--- src/rtl/npu_done_reporter_if.sv ---
// Completion-event handshake plus done-SRAM port-2 signals for npu_done_reporter.
// slave is the reporter's view; master is the event source / SRAM side.
interface npu_done_reporter_if;
  logic       evt_valid;
  logic       evt_ready;
  logic [8:0] evt_job;
  logic [6:0] evt_status;
  logic [8:0] address2;
  logic       chipselect2;
  logic       write2;
  logic [7:0] writedata2;
  logic       clken2;
  logic [7:0] readdata2;

  modport slave (
    input  evt_valid, evt_job, evt_status, readdata2,
    output evt_ready, address2, chipselect2, write2, writedata2, clken2
  );

  modport master (
    output evt_valid, evt_job, evt_status, readdata2,
    input  evt_ready, address2, chipselect2, write2, writedata2, clken2
  );
endinterface

--- src/rtl/npu_done_reporter.sv ---
// Buffers NPU completion events and posts each one into its done-SRAM slot,
// polling a still-pending slot up to POLL_LIMIT times before overwriting it.
//
// state | meaning
// IDLE  | waiting for a buffered event
// RD    | reading the head job's slot
// CHK   | read data returning; decide retry, write or forced write
// WR    | writing {1,status} to the slot and popping the event
module npu_done_reporter #(
  parameter int FIFO_DEPTH = 4,
  parameter int POLL_LIMIT = 255
) (
  input  logic                 clk,
  input  logic                 reset,
  npu_done_reporter_if.slave   bus,
  output logic                 busy,
  output logic [15:0]          overwrite_cnt
);

  localparam int AW = (FIFO_DEPTH > 1) ? $clog2(FIFO_DEPTH) : 1;
  localparam logic [AW:0] DEPTH_C = (AW+1)'(FIFO_DEPTH);
  localparam logic [7:0]  POLL_MAX = 8'(POLL_LIMIT);

  typedef enum logic [1:0] {IDLE, RD, CHK, WR} state_t;

  state_t        state;
  logic [15:0]   fifo_mem [FIFO_DEPTH];
  logic [AW-1:0] wr_ptr;
  logic [AW-1:0] rd_ptr;
  logic [AW:0]   count;
  logic [7:0]    poll_cnt;
  logic          push;
  logic          pop;
  logic [8:0]    head_job;
  logic [6:0]    head_status;

  // Ready looks only at the registered count, so a full FIFO refuses a push
  // even on the cycle it pops.
  assign bus.evt_ready = !reset && (count < DEPTH_C);
  assign bus.clken2    = 1'b1;
  assign push          = bus.evt_valid && bus.evt_ready;
  assign pop           = (state == WR);
  assign head_job      = fifo_mem[rd_ptr][15:7];
  assign head_status   = fifo_mem[rd_ptr][6:0];
  assign busy          = (count != '0) || (state != IDLE);

  always_ff @(posedge clk) begin
    if (push) fifo_mem[wr_ptr] <= {bus.evt_job, bus.evt_status};
  end

  always_ff @(posedge clk) begin
    if (reset) begin
      wr_ptr <= '0;
      rd_ptr <= '0;
      count  <= '0;
    end else begin
      if (push) wr_ptr <= wr_ptr + AW'(1);
      if (pop)  rd_ptr <= rd_ptr + AW'(1);
      case ({push, pop})
        2'b10:   count <= count + (AW+1)'(1);
        2'b01:   count <= count - (AW+1)'(1);
        default: count <= count;
      endcase
    end
  end

  always_ff @(posedge clk) begin
    if (reset) begin
      state           <= IDLE;
      poll_cnt        <= '0;
      overwrite_cnt   <= '0;
      bus.address2    <= '0;
      bus.writedata2  <= '0;
      bus.chipselect2 <= 1'b0;
      bus.write2      <= 1'b0;
    end else begin
      case (state)
        IDLE: begin
          if (count != '0) begin
            state           <= RD;
            poll_cnt        <= '0;
            bus.address2    <= head_job;
            bus.chipselect2 <= 1'b1;
            bus.write2      <= 1'b0;
          end
        end
        RD: begin
          state           <= CHK;
          bus.chipselect2 <= 1'b0;
          bus.write2      <= 1'b0;
        end
        CHK: begin
          if (bus.readdata2 != 8'h00 && poll_cnt < POLL_MAX) begin
            state           <= RD;
            poll_cnt        <= poll_cnt + 8'd1;
            bus.address2    <= head_job;
            bus.chipselect2 <= 1'b1;
            bus.write2      <= 1'b0;
          end else begin
            // Host never freed the slot: force the write and count it.
            if (bus.readdata2 != 8'h00 && overwrite_cnt != 16'hFFFF)
              overwrite_cnt <= overwrite_cnt + 16'd1;
            state           <= WR;
            bus.address2    <= head_job;
            bus.writedata2  <= {1'b1, head_status};
            bus.chipselect2 <= 1'b1;
            bus.write2      <= 1'b1;
          end
        end
        WR: begin
          state           <= IDLE;
          bus.chipselect2 <= 1'b0;
          bus.write2      <= 1'b0;
        end
        default: begin
          state           <= IDLE;
          bus.chipselect2 <= 1'b0;
          bus.write2      <= 1'b0;
        end
      endcase
    end
  end

endmodule

--- src/flat_wrapper.sv ---
// flat-port wrapper written by rule: the top's interface ports become plain ports
module npu_done_reporter_flat 
#(
  parameter int FIFO_DEPTH = 4,
  parameter int POLL_LIMIT = 255
)
  (clk, reset, busy, overwrite_cnt, bus_evt_valid, bus_evt_job, bus_evt_status, bus_readdata2, bus_evt_ready, bus_address2, bus_chipselect2, bus_write2, bus_writedata2, bus_clken2);
  npu_done_reporter_if bus_i ();
  input  logic clk;
  input  logic reset;
  output logic busy;
  output logic [15:0] overwrite_cnt;
  input wire logic [$bits(bus_i.evt_valid)-1:0] bus_evt_valid;
  input wire logic [$bits(bus_i.evt_job)-1:0] bus_evt_job;
  input wire logic [$bits(bus_i.evt_status)-1:0] bus_evt_status;
  input wire logic [$bits(bus_i.readdata2)-1:0] bus_readdata2;
  output wire logic [$bits(bus_i.evt_ready)-1:0] bus_evt_ready;
  output wire logic [$bits(bus_i.address2)-1:0] bus_address2;
  output wire logic [$bits(bus_i.chipselect2)-1:0] bus_chipselect2;
  output wire logic [$bits(bus_i.write2)-1:0] bus_write2;
  output wire logic [$bits(bus_i.writedata2)-1:0] bus_writedata2;
  output wire logic [$bits(bus_i.clken2)-1:0] bus_clken2;
  assign bus_i.evt_valid = bus_evt_valid;
  assign bus_i.evt_job = bus_evt_job;
  assign bus_i.evt_status = bus_evt_status;
  assign bus_i.readdata2 = bus_readdata2;
  assign bus_evt_ready = bus_i.evt_ready;
  assign bus_address2 = bus_i.address2;
  assign bus_chipselect2 = bus_i.chipselect2;
  assign bus_write2 = bus_i.write2;
  assign bus_writedata2 = bus_i.writedata2;
  assign bus_clken2 = bus_i.clken2;
  npu_done_reporter #(.FIFO_DEPTH(FIFO_DEPTH), .POLL_LIMIT(POLL_LIMIT)) u_core (.clk(clk), .reset(reset), .bus(bus_i), .busy(busy), .overwrite_cnt(overwrite_cnt));
endmodule
--- config.mk ---
export PLATFORM = sky130hd
export DESIGN_NAME = npu_done_reporter_flat
export DESIGN_NICKNAME = d
export VERILOG_FILES = /design/src/rtl/npu_done_reporter_if.sv /design/src/rtl/npu_done_reporter.sv /design/src/flat_wrapper.sv
export SDC_FILE = /design/constraint.sdc
export NUM_CORES = 1
export LEC_CHECK = 0
export ABC_CLOCK_PERIOD_IN_PS = 3700
export CAP_MARGIN = 30
export CORE_ASPECT_RATIO = 0.8
export CORE_UTILIZATION = 30
export DETAILED_ROUTE_END_ITERATION = 6
export SETUP_SLACK_MARGIN = 0.15
export SLEW_MARGIN = 15
export SYNTH_ARGS = -nofsm -noshare
export SYNTH_HDL_FRONTEND = slang
export SYNTH_SLANG_ARGS = --single-unit
--- constraint.sdc ---
create_clock -name clk -period 3.7 [get_ports clk]
set_input_delay 0.37 -clock clk [delete_from_list [all_inputs] [get_ports clk]]
set_output_delay 0.37 -clock clk [all_outputs]
set_load 0.02 [all_outputs]
==> impl_metrics.json <==
{
  "status": "completed",
  "hold_depth": 2,
  "finalCriticalPeriod_ns": 2.613,
  "syn_inst": 394,
  "ys_ff_latch": 118,
  "hold_viol": 0,
  "cpPeakStageDelay_ns": 0.57,
  "cts_buffer_depth": 2,
  "post-route-drc-count": 0,
  "first_iter_violations": 229,
  "utilization_pct": 39.65,
  "post_cts_buffers": 0,
  "ys_types": 61,
  "p_per_area_nw_per_um2": 515.3,
  "die_w_um": 146.1,
  "maxSlewHeadroom_pct": 26.85,
  "nFillCells": 1514,
  "clockRootBuffer": "clkbuf_16",
  "yosysSeqAreaShare_pct": 60.29,
  "synthesis.nets": 429,
  "ant_nets": 0,
  "ff_latch_area_um2": 3003,
  "layout-drive-gt1-share_pct": 15.14,
  "grtUsageTotal_pct": 14.10,
  "power_mw": 3.270,
  "r2r_cells": 8,
  "drt_wl_total_um": 11240,
  "placed_cell_area_um2": 5759,
  "cts.sinks": 118,
  "vias": 3394,
  "multi_input_area_um2": 1802,
  "vdd_drop_max_uv": 307.6,
  "via_per_inst": 4.962,
  "leakagePower_nw": 2.071,
  "holdCritStartpoint": "u_core.bus.address2[2]",
  "synth_edf_count": 64,
  "r2r_end": "u_core.count[2]",
  "maxSlewViolCount": 0,
  "synth_area_um2": 4981,
  "worstPathMaxFanout": 4,
  "crit_arrival_ns": 2.24,
  "ctsHoldBuffers": 0,
  "cp_data_required_time_ns": 3.33,
  "grt_max_degree": 52,
  "dp_hpwl_um": 7129,
  "core_um2": 16010,
  "dr_wl_met3_um": 418,
  "timing.fmax_mhz": 382.6,
  "cts_tree": "yes",
  "top_layer": "met4",
  "design.die.area_um2": 17130,
  "initial_core_util_pct": 31.12,
  "ys.flop_type": "edfxtp_1",
  "io_pins": 65,
  "cts.htree.levels": 4,
  "layout.nets": 491,
  "grt_first_pass_wirelength_um": 18030,
  "yosys_warnings": 0,
  "setup_ws_ns": 1.087,
  "syn_avg_cell_area_um2": 12.64,
  "antenna_found_initial": 0,
  "grt_pass1_vias": 3427,
  "worstSetupEndpointType": "output port",
  "cp_slowest_cell": "clkdlybuf4s50_1",
  "wl_met1_um": 5070,
  "rrSetupSlack_ns": 1.34,
  "rsz0062_at_grt": "false",
  "cts_resized": 0,
  "worstPathCellList": "or3_1 > nor3_1 > inv_1 > clkdlybuf4s50_1",
  "timing.clock.skew_ns": 0.006725,
  "die_y_um": 117.3,
  "setup_viol": 0,
  "final_cell_area_um2": 6346,
  "ys_async_sr_fraction_pct": 0,
  "clock_latency_ns": 0.41,
  "worstReg2RegStart": "u_core.count[2]",
  "fin_setup_tns_ns": 0,
  "rows": 41,
  "cp-start-kind": "flop",
  "antenna_cells": 0,
  "grt_remaining_overflow": 0,
  "path_clk_slew_ns": 0.06,
  "firstDrtPassIters": 4,
  "wl_met2_um": 5513,
  "post-route-period-util_pct": 70.63,
  "cap_violations": 0,
  "place.gp.congestion": 0.7988,
  "cts_made_buffers": 17,
  "area_delta_synth_final_pct": 27.41,
  "holdPathEnd": "u_core.bus.address2[2]",
  "portBuffers": 63,
  "wl_per_cell_um": 16.44,
  "min_path_type": "reg2reg",
  "pre_cts_slack_ns": 1.181,
  "critPathKind": "reg2out",
  "worstMarginPinSlew_ns": 1.097
}
[metal layers]
layer,vias up,global-route usage (%)
li1,1637,-
met1,1666,17.05
met2,73,23.41
met3,18,3.527
met4,0,7.986
met5,-,0
[layout make-up]
class	count	share of cell area, %
sequential	118	47.32
inverter	8	0.4732
tap	215	4.239
clock inverter	15	2.425
clock buffer	17	6.703
timing repair buffer	68	10.45
multi-input combinational	243	28.39
[layout by cell type (no fill, tap or decap), types with 4 or more instances in the layout]
master | synthesis | layout
clkinvlp_4 | 0 | 4
and4_1 | 4 | 4
clkbuf_16 | 0 | 17
o31ai_1 | 9 | 9
nand2_1 | 33 | 33
mux4_2 | 16 | 16
or4_1 | 9 | 9
nor2_1 | 18 | 18
o311ai_0 | 4 | 4
nand4_1 | 8 | 8
dfxtp_1 | 54 | 54
or3_1 | 4 | 4
and3_1 | 6 | 6
nor4_1 | 7 | 7
a21oi_1 | 34 | 34
clkdlybuf4s50_1 | 0 | 62
buf_4 | 2 | 5
clkinv_2 | 0 | 4
inv_1 | 8 | 8
o21ai_0 | 11 | 11
ha_1 | 7 | 7
edfxtp_1 | 64 | 64
inv_6 | 0 | 4
nand3_1 | 21 | 21
[metrics by stage]
stage / cells / hold WS, ns
after floorplan: 394 / 0.4478
after global placement: 651 / 0.4439
after detailed placement: 651 / 0.4497
after CTS: 683 / 0.4578
after global routing: 684 / 0.4752
final: 684 / 0.4564
[worst max-delay path, delay by kind of cell (launching register included)]
family                 cells  cell delay [ns]
buffers and inverters      2             0.68
DFF                        1             0.35
and+or+nand+nor            2             0.80
[worst max-delay path by stage]
stage	start	endpoint	slack, ns
floorplan	reset	u_core.count[2]	1.20
global placement	bus_evt_valid	u_core.count[2]	1.24
detailed placement	bus_readdata2[5]	u_core.overwrite_cnt[13]	1.18
CTS	u_core.count[0]	busy	1.04
global route	u_core.count[0]	busy	0.91
finish	u_core.count[0]	busy	1.09
[power by group]
part / switching, mW / internal (mW) / total, mW
registers: 0.0228 / 1.42 / 1.45
logic: 0.123 / 0.0925 / 0.216
clock network: 0.616 / 0.993 / 1.61
[flip-flops by register name, indices dropped and copies added, names as in the netlist, named ones only]
register	count
u_core.fifo_mem	64
u_core.overwrite_cnt	16
u_core.bus.address2	9
u_core.bus.writedata2	8
u_core.poll_cnt	8
u_core.count	3
u_core.rd_ptr	2
u_core.state	2
u_core.wr_ptr	2
u_core.bus.chipselect2	1
u_core.bus.write2	1
[Yosys cell counts (2+ instances only)]
cell | instances | share of area [%]
a21oi_2 | 2 | 0.35
nor4_1 | 7 | 0.88
ha_1 | 7 | 1.8
a21oi_1 | 34 | 3.4
nand4_1 | 8 | 1.0
xor2_1 | 2 | 0.35
or3_1 | 4 | 0.50
o211ai_1 | 2 | 0.30
buf_2 | 3 | 0.30
and3_1 | 6 | 0.75
xnor2_1 | 3 | 0.53
and3_2 | 2 | 0.30
or2_2 | 3 | 0.38
and2b_2 | 2 | 0.35
o311ai_0 | 4 | 0.70
nor4_2 | 2 | 0.50
o41ai_1 | 2 | 0.35
or4_1 | 9 | 1.4
nand4b_1 | 2 | 0.35
and2_1 | 3 | 0.38
clkbuf_1 | 12 | 0.90
nand2_1 | 33 | 2.5
o31ai_1 | 9 | 1.4
clkbuf_4 | 2 | 0.30
mux4_2 | 16 | 7.2
nand3_1 | 21 | 2.1
o21a_1 | 2 | 0.30
inv_1 | 8 | 0.60
edfxtp_1 | 64 | 39
buf_4 | 2 | 0.30
nand2b_1 | 2 | 0.25
or4_4 | 2 | 0.45
nor2_1 | 18 | 1.4
o21ai_0 | 11 | 1.1
nor2b_1 | 2 | 0.25
buf_6 | 2 | 0.45
and4_1 | 4 | 0.70
dfxtp_1 | 54 | 22
[logic make-up after synthesis]
kind of cell | count (synthesis) | synth area share [%]
xor gates and xnor gates | 5 | 0.8793
muxes | 20 | 8.189
DFF | 118 | 60.29
buffers and inverters | 33 | 3.717
other | 1 | 0.07529
AOI/OAI and AO/OA | 75 | 9.721
adders and majority gates | 8 | 2.160
and+or+nand+nor | 134 | 14.97
Power figures use the tool's default switching activity.
